==> config.mk <==
export PLATFORM = sky130hd
export DESIGN_NAME = uart_dbus_bridge
export DESIGN_NICKNAME = d
export VERILOG_FILES = /design/src/rtl/uart_dbus_pkg.sv /design/src/rtl/timeout_counter.sv /design/src/rtl/uart_dbus_bridge.sv
export SDC_FILE = /design/constraint.sdc
export NUM_CORES = 1
export LEC_CHECK = 0
export CAP_MARGIN = 20
export CORE_MARGIN = 1
export CORE_UTILIZATION = 55
export DETAILED_ROUTE_END_ITERATION = 16
export GPL_ROUTABILITY_DRIVEN = 0
export PLACE_DENSITY = 0.82
export RECOVER_POWER = 100
export SETUP_SLACK_MARGIN = 0.15
export SLEW_MARGIN = 20
export SYNTH_ARGS = -nofsm -noshare
export SYNTH_HDL_FRONTEND = slang
export SYNTH_SLANG_ARGS = --single-unit
export TNS_END_PERCENT = 10
==> constraint.sdc <==
create_clock -name clk -period 4.5 [get_ports clk]
set_input_delay 1.125 -clock clk [delete_from_list [all_inputs] [get_ports clk]]
set_output_delay 1.125 -clock clk [all_outputs]
set_load 0.02 [all_outputs]
==> src/rtl/uart_dbus_pkg.sv <==
// Shared opcodes, reply codes and FSM state encoding for the UART-to-dBus debug bridge.
package uart_dbus_pkg;

  localparam logic [7:0] OP_WR = 8'h57;
  localparam logic [7:0] OP_RD = 8'h52;
  localparam logic [7:0] ACK   = 8'h06;
  localparam logic [7:0] NAK   = 8'h15;

  localparam int unsigned REPLY_BYTES = 5;
  localparam int unsigned REPLY_W     = REPLY_BYTES * 8;
  localparam logic [1:0]  SIZE_WORD   = 2'b10;

  typedef enum logic [2:0] {
    IDLE,
    ADDR,
    DATA,
    CMD,
    RSP,
    REPLY
  } state_e;

endpackage

==> src/rtl/timeout_counter.sv <==
// Cycle counter that raises expired_o after CYCLES consecutive tick_i cycles since the last load_i.
module timeout_counter #(
  parameter int unsigned CYCLES = 16
) (
  input  logic clk,
  input  logic resetn,
  input  logic load_i,
  input  logic tick_i,
  output logic expired_o
);

  localparam int unsigned CW = (CYCLES > 1) ? $clog2(CYCLES) : 1;

  logic [CW-1:0] cnt_q;
  logic          expired_q;

  // Load has priority; once expired the flag holds until the next load.
  always_ff @(posedge clk or negedge resetn) begin
    if (!resetn) begin
      cnt_q     <= '0;
      expired_q <= 1'b0;
    end else if (load_i) begin
      cnt_q     <= '0;
      expired_q <= 1'b0;
    end else if (tick_i && !expired_q) begin
      if (cnt_q == CW'(CYCLES - 1)) begin
        expired_q <= 1'b1;
      end else begin
        cnt_q <= cnt_q + CW'(1);
      end
    end
  end

  assign expired_o = expired_q;

endmodule

==> src/rtl/uart_dbus_bridge.sv <==
// Host debug master: parses W/R byte frames from the UART, issues dBus word commands,
// and streams ACK/NAK plus read data back to the UART transmitter.
module uart_dbus_bridge
  import uart_dbus_pkg::*;
#(
  parameter int unsigned CLK_FREQ            = 100000000,
  parameter int unsigned WL                  = 32,
  parameter int unsigned BYTE_TIMEOUT_CYCLES = CLK_FREQ / 100,
  parameter int unsigned RSP_TIMEOUT_CYCLES  = 1024
) (
  input  logic          clk,
  input  logic          resetn,
  input  logic          rx_valid,
  input  logic [7:0]    rx_data,
  input  logic          tx_rdy,
  output logic          tx_vld,
  output logic [7:0]    tx_data,
  output logic          dbus_cmd_valid,
  input  logic          dbus_cmd_ready,
  output logic          dbus_cmd_payload_wr,
  output logic [WL-1:0] dbus_cmd_payload_address,
  output logic [WL-1:0] dbus_cmd_payload_data,
  output logic [1:0]    dbus_cmd_payload_size,
  input  logic          dbus_rsp_ready,
  input  logic          dbus_rsp_error,
  input  logic [WL-1:0] dbus_rsp_data,
  output logic          busy
);

  state_e               state_q, state_d;
  logic                 op_wr_q, op_wr_d;
  logic [WL-1:0]        addr_q, addr_d;
  logic [WL-1:0]        data_q, data_d;
  logic [1:0]           cnt_q, cnt_d;
  logic                 cmd_valid_q, cmd_valid_d;
  logic [REPLY_W-1:0]   rep_q, rep_d;
  logic [2:0]           rep_len_q, rep_len_d;
  logic                 tx_vld_q, tx_vld_d;
  logic [7:0]           tx_data_q, tx_data_d;
  logic                 tx_hold_q, tx_hold_d;
  logic                 busy_q, busy_d;

  logic                 in_frame_c;
  logic                 byte_exp_c;
  logic                 rsp_exp_c;

  assign in_frame_c = (state_q == ADDR) || (state_q == DATA);

  // Inter-byte gap watchdog: restarted by every accepted frame byte.
  timeout_counter #(.CYCLES(BYTE_TIMEOUT_CYCLES)) u_byte_to (
    .clk       (clk),
    .resetn    (resetn),
    .load_i    (!in_frame_c || rx_valid),
    .tick_i    (in_frame_c),
    .expired_o (byte_exp_c)
  );

  timeout_counter #(.CYCLES(RSP_TIMEOUT_CYCLES)) u_rsp_to (
    .clk       (clk),
    .resetn    (resetn),
    .load_i    (state_q != RSP),
    .tick_i    (state_q == RSP),
    .expired_o (rsp_exp_c)
  );

  always_ff @(posedge clk or negedge resetn) begin
    if (!resetn) begin
      state_q     <= IDLE;
      op_wr_q     <= 1'b0;
      addr_q      <= '0;
      data_q      <= '0;
      cnt_q       <= '0;
      cmd_valid_q <= 1'b0;
      rep_q       <= '0;
      rep_len_q   <= '0;
      tx_vld_q    <= 1'b0;
      tx_data_q   <= '0;
      tx_hold_q   <= 1'b0;
      busy_q      <= 1'b0;
    end else begin
      state_q     <= state_d;
      op_wr_q     <= op_wr_d;
      addr_q      <= addr_d;
      data_q      <= data_d;
      cnt_q       <= cnt_d;
      cmd_valid_q <= cmd_valid_d;
      rep_q       <= rep_d;
      rep_len_q   <= rep_len_d;
      tx_vld_q    <= tx_vld_d;
      tx_data_q   <= tx_data_d;
      tx_hold_q   <= tx_hold_d;
      busy_q      <= busy_d;
    end
  end

  always_comb begin
    state_d   = state_q;
    op_wr_d   = op_wr_q;
    addr_d    = addr_q;
    data_d    = data_q;
    cnt_d     = cnt_q;
    rep_d     = rep_q;
    rep_len_d = rep_len_q;
    tx_vld_d  = 1'b0;
    tx_data_d = tx_data_q;
    // The cycle after a tx pulse is blind to tx_rdy while the UART catches up.
    tx_hold_d = tx_vld_q;

    case (state_q)
      IDLE: begin
        cnt_d = '0;
        if (rx_valid) begin
          if (rx_data == OP_WR || rx_data == OP_RD) begin
            op_wr_d = (rx_data == OP_WR);
            state_d = ADDR;
          end else begin
            rep_d     = {NAK, {(REPLY_W-8){1'b0}}};
            rep_len_d = 3'd1;
            state_d   = REPLY;
          end
        end
      end
      ADDR: begin
        if (byte_exp_c) begin
          state_d = IDLE;
        end else if (rx_valid) begin
          addr_d = {addr_q[WL-9:0], rx_data};
          cnt_d  = cnt_q + 2'd1;
          if (cnt_q == 2'd3) begin
            state_d = op_wr_q ? DATA : CMD;
          end
        end
      end
      DATA: begin
        if (byte_exp_c) begin
          state_d = IDLE;
        end else if (rx_valid) begin
          data_d = {data_q[WL-9:0], rx_data};
          cnt_d  = cnt_q + 2'd1;
          if (cnt_q == 2'd3) begin
            state_d = CMD;
          end
        end
      end
      CMD: begin
        if (cmd_valid_q && dbus_cmd_ready) begin
          if (op_wr_q) begin
            rep_d     = {ACK, {(REPLY_W-8){1'b0}}};
            rep_len_d = 3'd1;
            state_d   = REPLY;
          end else begin
            state_d = RSP;
          end
        end
      end
      RSP: begin
        if (dbus_rsp_ready) begin
          if (dbus_rsp_error) begin
            rep_d     = {NAK, {(REPLY_W-8){1'b0}}};
            rep_len_d = 3'd1;
          end else begin
            rep_d     = {ACK, dbus_rsp_data};
            rep_len_d = 3'(REPLY_BYTES);
          end
          state_d = REPLY;
        end else if (rsp_exp_c) begin
          rep_d     = {NAK, {(REPLY_W-8){1'b0}}};
          rep_len_d = 3'd1;
          state_d   = REPLY;
        end
      end
      REPLY: begin
        // Stay until the last pulse and its blind cycle are over.
        if (rep_len_q == 3'd0) begin
          if (!tx_vld_q && !tx_hold_q) begin
            state_d = IDLE;
          end
        end else if (tx_rdy && !tx_vld_q && !tx_hold_q) begin
          tx_vld_d  = 1'b1;
          tx_data_d = rep_q[REPLY_W-1 -: 8];
          rep_d     = {rep_q[REPLY_W-9:0], 8'h00};
          rep_len_d = rep_len_q - 3'd1;
        end
      end
      default: begin
        state_d = IDLE;
      end
    endcase

    cmd_valid_d = (state_d == CMD);
    busy_d      = (state_d != IDLE);
  end

  assign tx_vld                   = tx_vld_q;
  assign tx_data                  = tx_data_q;
  assign dbus_cmd_valid           = cmd_valid_q;
  assign dbus_cmd_payload_wr      = op_wr_q;
  assign dbus_cmd_payload_address = {addr_q[WL-1:2], 2'b00};
  assign dbus_cmd_payload_data    = data_q;
  assign dbus_cmd_payload_size    = SIZE_WORD;
  assign busy                     = busy_q;

endmodule

======== Word-level counts from Yosys, hierarchy flattened ========
Cells that the tools add are included.
word-level totals
  register bits after elaboration ......... 157
  input bits .............................. 47
  output and inout bits ................... 78
  word-level logic and storage cells ...... 133
cells by class
  add/sub/neg operators ................... 4
  equality and inequality tests ........... 23
  muxes and demuxes ....................... 54
  bitwise gates (word level) .............. 2
  reduce and logical (&&, ||, !) cells .... 34
operator list
  cell                                                    count
  2-to-1 mux 40 bit                                       8
  case mux 40 bit (4 select lines)                        1
  2-to-1 mux 3 bit                                        22
  2-to-1 mux 20 bit                                       3
  2-to-1 mux 37 bit                                       1
  2-to-1 mux 10 bit                                       3
  adder 20 x 1 -> 20 bit (second input constant)          1
  == test 20 bit (second input constant)                  1
  case mux 3 bit (6 select lines)                         1
  == test 8 x 7 -> 1 bit (second input constant)          2
  AND reduction 3 bit                                     5
  inequality test 2 bit (second input constant)           7
  case mux 3 bit (4 select lines)                         1
  2-to-1 mux 1 bit                                        11
  adder 10 x 1 -> 10 bit (second input constant)          1
  == test 10 bit (second input constant)                  1
  nonzero test 2 bit                                      5
  == test 3 x 2 -> 1 bit (second input constant)          3
  AND reduction 2 bit                                     4
  AND reduction 8 bit                                     1
  == test 3 bit (second input constant)                   2
  logical AND 1 bit                                       6
  logical NOT 3 bit                                       2
  inequality test 2 x 1 -> 1 bit (second input constant)  3
  13 further kinds                                        22

======== Longest topological paths before layout ========
  word-level depth ........................ 6
  depth in mapped cells ................... 10
  mapped depth without buffers ............ 8

======== Modules after synthesis ========
Synthesis repeated with hierarchy kept, for this count alone.
second synthesis, totals
  cells, all modules ...................... 610
  area, all modules ....................... 7442.1 um2
by module, submodules not included
  module                        times used  cells each  area an instance (um2)  seq. area each (um2)
  uart_dbus_bridge              1           421         5627.9                  3128.0
  timeout_counter at u_byte_to  1           128         1217.4                  525.5
  timeout_counter at u_rsp_to   1           61          596.8                   275.3

======== Least setup slack after synthesis ========
Ideal clock, no wire load.
  path kind ............................... input -> register
  from .................................... in dbus_rsp_ready
  to ...................................... reg rep_q[35]
  library setup time ...................... 0.135 ns
  arrival ................................. 2.229 ns
  data required time ...................... 4.365 ns
  path slack .............................. 2.136 ns
  stages .................................. 7
  path buffers ............................ 2
  cell sequence ........................... nor2_1 -> a2111oi_2 -> a22oi_1 -> buf_2 -> buf_4 -> nand2_1 -> o21ai_0
between the ends
  cells in the longest elaborated chain, start to end .. 2
  elaborated cells between the ends (all ways) .. 4
  those cells by class .................... eq/ne: 1; mux: 2; reduce/logical: 1
RTL lines
  item                                                                                      line                    source
  from (decl)                                                                               uart_dbus_bridge.sv:24  input logic dbus_rsp_ready,
  inequality test 3 bit (no line) / 2-to-1 mux 40 bit (equally long branches)               --
  AND reduction 8 bit (no line) / case mux 40 bit (4 select lines) (equally long branches)  --
  to (signal assigned)                                                                      uart_dbus_bridge.sv:87  rep_q <= rep_d;
  to (decl)                                                                                 uart_dbus_bridge.sv:36  logic [REPLY_W-1:0] rep_q, rep_d;
Several ways; a longest one is shown, not always the timed one.
A chain may end at the register's enable or synchronous reset.

======== Worst setup path in the final report ========
  from .................................... in rx_valid
  to ...................................... reg addr_q[15]
between the ends
  cells in the longest elaborated chain, start to end .. 1
RTL lines
  item                           line                    source
  from (decl)                    uart_dbus_bridge.sv:13  input logic rx_valid,
  AND reduction 3 bit (no line)  --
  to (signal assigned)           uart_dbus_bridge.sv:83  addr_q <= addr_d;
  to (decl)                      uart_dbus_bridge.sv:32  logic [WL-1:0] addr_q, addr_d;
Every way passes these cells.

==> qor.txt <==
final setup fails -> 0
post_cts resized -> 0
sequential cell area fraction in the yosys report -> 55.1%
Worst Path Buf+Inv -> 2
worst stage delay on the critical path -> 680 ps
Core Region -> 12600 um^2
switch share -> 35.7%
max-cap viol count -> 3
Post-CTS Setup Inserts -> 0
DP HPWL -> 9.96 mm
CP arrival -> 3790 ps
Switching Power -> 1.80 mW
initial cell density of the core -> 56.5%
Final Util -> 69.3%
htree depth -> 4
Synthesis Warnings -> 0
adder-cell area share of the yosys netlist -> 1.02%
slowest stage cell, crit path -> nor3b_1
GR met1 Demand/Resource -> 30.0%
Leak Pwr -> 3.97 nW
Detailed Routing Iterations Pass 1 -> 6
Setup TNS Final -> 0 ps
P_int -> 3.25 mW
CP delay by family, top -> buffers and inverters
CP Class -> input port to flip-flop
clock root buffer -> clkbuf_16
Syn-to-layout area delta -> 22.5%
hold buffer count at cts -> 0
largest net degree at the start of global routing -> 100
compound-cell area share of the yosys netlist -> 11.4%
clock share of power -> 26.6%
post-route antenna net violation count -> 0
clk_skew -> 7.61 ps
clock slew at reported path FFs -> 70 ps
diode count -> 0
Final Hold Violating Endpoints -> 0
CP Launch Type -> input port
first-pass GRT wire length -> 23.9 mm
syn avg cell area -> 11.4 um^2
Worst Tran Pin Value -> 2420 ps
share of cells above drive strength 1 -> 16.4%
die area -> 13400 um^2
Simple-Gate Fraction of Synth Area -> 12.1%
CP Capture Type -> flip-flop
max-slew violations -> 151
Synth Instances -> 624
post-synthesis mux area share -> 11.5%
Congestion Overflow GR -> 0
global route hottest layer -> met2
Ports -> 125
vias per cell -> 5.55
Clock Path Buffers -> 2
failing checks -> capacitance limit, slew limit
VDD IR-drop max -> 236 uV
Die Span X -> 116 um
outcome -> finished with violations
Flop pwr share -> 40.9%
RSZ-0062 raised after global routing -> false
port buffer count -> 120
Most used DFF post-synth -> dfrtp_1
GR Layer Usage met2 -> 38.3%
crit path cell chain -> dlygate4sd3_1 > nor3b_1 > nand2_1 > clkbuf_1 > mux2_2
layout net count -> 757
Worst-Skew Late Latency -> 420 ps
Tcrit/Tclk final -> 77.5%
post-synth cell types -> 63
Sink Count -> 157
drt total wl -> 14.6 mm
CP Max Fanout -> 32
met3 usage in global routing -> 4.71%
per-cell routed wire length -> 16.4 um
FFs w/ async S/R, synth -> 100%
Slew headroom -> -61.2%
vias in the first global route -> 4924
mapped cell area -> 7130 um^2
DR DRC count -> 0
Power, Total -> 5.05 mW
drt first-iter violations -> 387
CTS tree -> built
critical path required time -> 4800 ps
FF+latch count, synth -> 157
vias -> 4943
Combinational Power Share -> 32.5%
fmax -> 0.287 GHz
Power Density -> 578 nW/um^2
Num CTS Buffers -> 17
Total GRT Usage -> 23.2%
HP Class -> flip-flop to flip-flop
Post-Synth XOR/XNOR Area -> 2.21%
Post-synth EDFFs -> 0
Die Y -> 116 um
post-route minimum period -> 3490 ps
combinational family with the most area after synthesis -> simple AND/OR/NAND/NOR gates
initial antenna violation count -> 0
row cnt -> 41
layer usage:
metal	vias to the layer above	part of all wire, %
li1	2336	-
met1	2418	44
met2	166	49
met3	23	5.3
met4	0	1.8
met5	-	0
placed cells by master (no fill, tap or decap), types with 5 or more instances in the layout:
cell / count
nand3_1: 10
xnor2_1: 15
clkbuf_16: 17
ha_1: 5
a21oi_1: 17
nand2_1: 60
dfrtp_1: 157
nor2_1: 43
o21ai_0: 40
a22o_1: 8
inv_1: 14
nor2b_1: 6
dlygate4sd3_1: 77
clkdlybuf4s50_1: 42
a22oi_1: 24
mux2_2: 70
a31oi_1: 7
nor3_1: 6
layout make-up:
| class | instances | area [um^2] |
|---|---|---|
| flip-flops and latches | 157 | 3930 |
| multi-input cells | 389 | 2740 |
| repair buffers | 126 | 1240 |
| inverters | 14 | 52.6 |
| clock buffers | 18 | 439 |
| clock inverters | 14 | 125 |
| well taps | 172 | 215 |
| fillers | 950 | 3880 |
power groups by stage:
stage                     combinational, mW  sequential, mW  clock, mW
final                                  1.64            2.06       1.35
after global routing                   1.79            2.12       1.42
after CTS                              1.75            2.08       1.36
after detailed placement               1.73            2.09          0
after global placement                 1.67            2.07          0
after floorplan                        1.23            2.08          0
sequential cells by signal, indices dropped and copies added, names as in the netlist:
| signal | flops |
|---|---|
| rep_q | 40 |
| addr_q | 32 |
| dbus_cmd_payload_data | 32 |
| u_byte_to.cnt_q | 20 |
| u_rsp_to.cnt_q | 10 |
| tx_data | 8 |
| rep_len_q | 3 |
| state_q | 3 |
| cnt_q | 2 |
| busy | 1 |
| dbus_cmd_payload_wr | 1 |
| dbus_cmd_valid | 1 |
| tx_hold_q | 1 |
| tx_vld | 1 |
| u_byte_to.expired_o | 1 |
| u_rsp_to.expired_o | 1 |
stage by stage:
step	instances	hold slack, ps	area, um^2	worst slack (ps)
global placement	858	428	8200	1310
finish	890	461	8740	1010
detailed placement	858	448	8210	1260
floorplan	626	446	7140	2140
global route	890	474	8740	827
CTS	890	465	8770	1710
worst reg2reg max path, stage by stage, from the launching register on:
cell and delay, ps:
dfrtp_1 570, nor2b_1 310, o21ai_0 1570, nor2_1 90, a41o_1 320
final timing paths:
path,slack [ps],cells past startpoint,start,endpoint
hold / removal,460,0,tx_vld,tx_hold_q
max in group asynchronous,1650,1,resetn,u_byte_to.cnt_q[19]
setup reg to reg,1520,4,state_q[0],u_byte_to.cnt_q[12]
min in group asynchronous,1420,1,resetn,addr_q[15]
setup / recovery,1010,5,rx_valid,addr_q[15]
hold reg to reg,460,0,tx_vld,tx_hold_q
Yosys cell counts (6+ instances only):
master    instances  area (um^2)
nor3_1            6         30.0
nand3_1          10         50.1
mux2_2           70          788
xnor2_1          15          131
nor2_1           43          161
a22oi_1          25          188
dfrtp_1         157         3930
a22o_1            8         70.1
buf_4            42          315
nand2_1          60          225
o21ai_0          39          195
a31oi_1           7         43.8
a21oi_1          17         85.1
inv_1            14         52.6
nor2b_1           6         37.5
buf_2             8         40.0
clkbuf_1         13         48.8
kinds of logic (layout without fill, tap and decap cells):
kind of cell | after synthesis | after routing
AND/OR/NAND/NOR | 168 | 168
multiplexers | 73 | 73
other | 2 | 4
XOR/XNOR | 18 | 18
adder cells (fa/ha/maj) | 6 | 6
flip-flops | 157 | 157
buffers and inverters | 80 | 172
AO/OA/AOI/OAI | 120 | 120
Note: power is estimated with default switching activity, not from simulation.
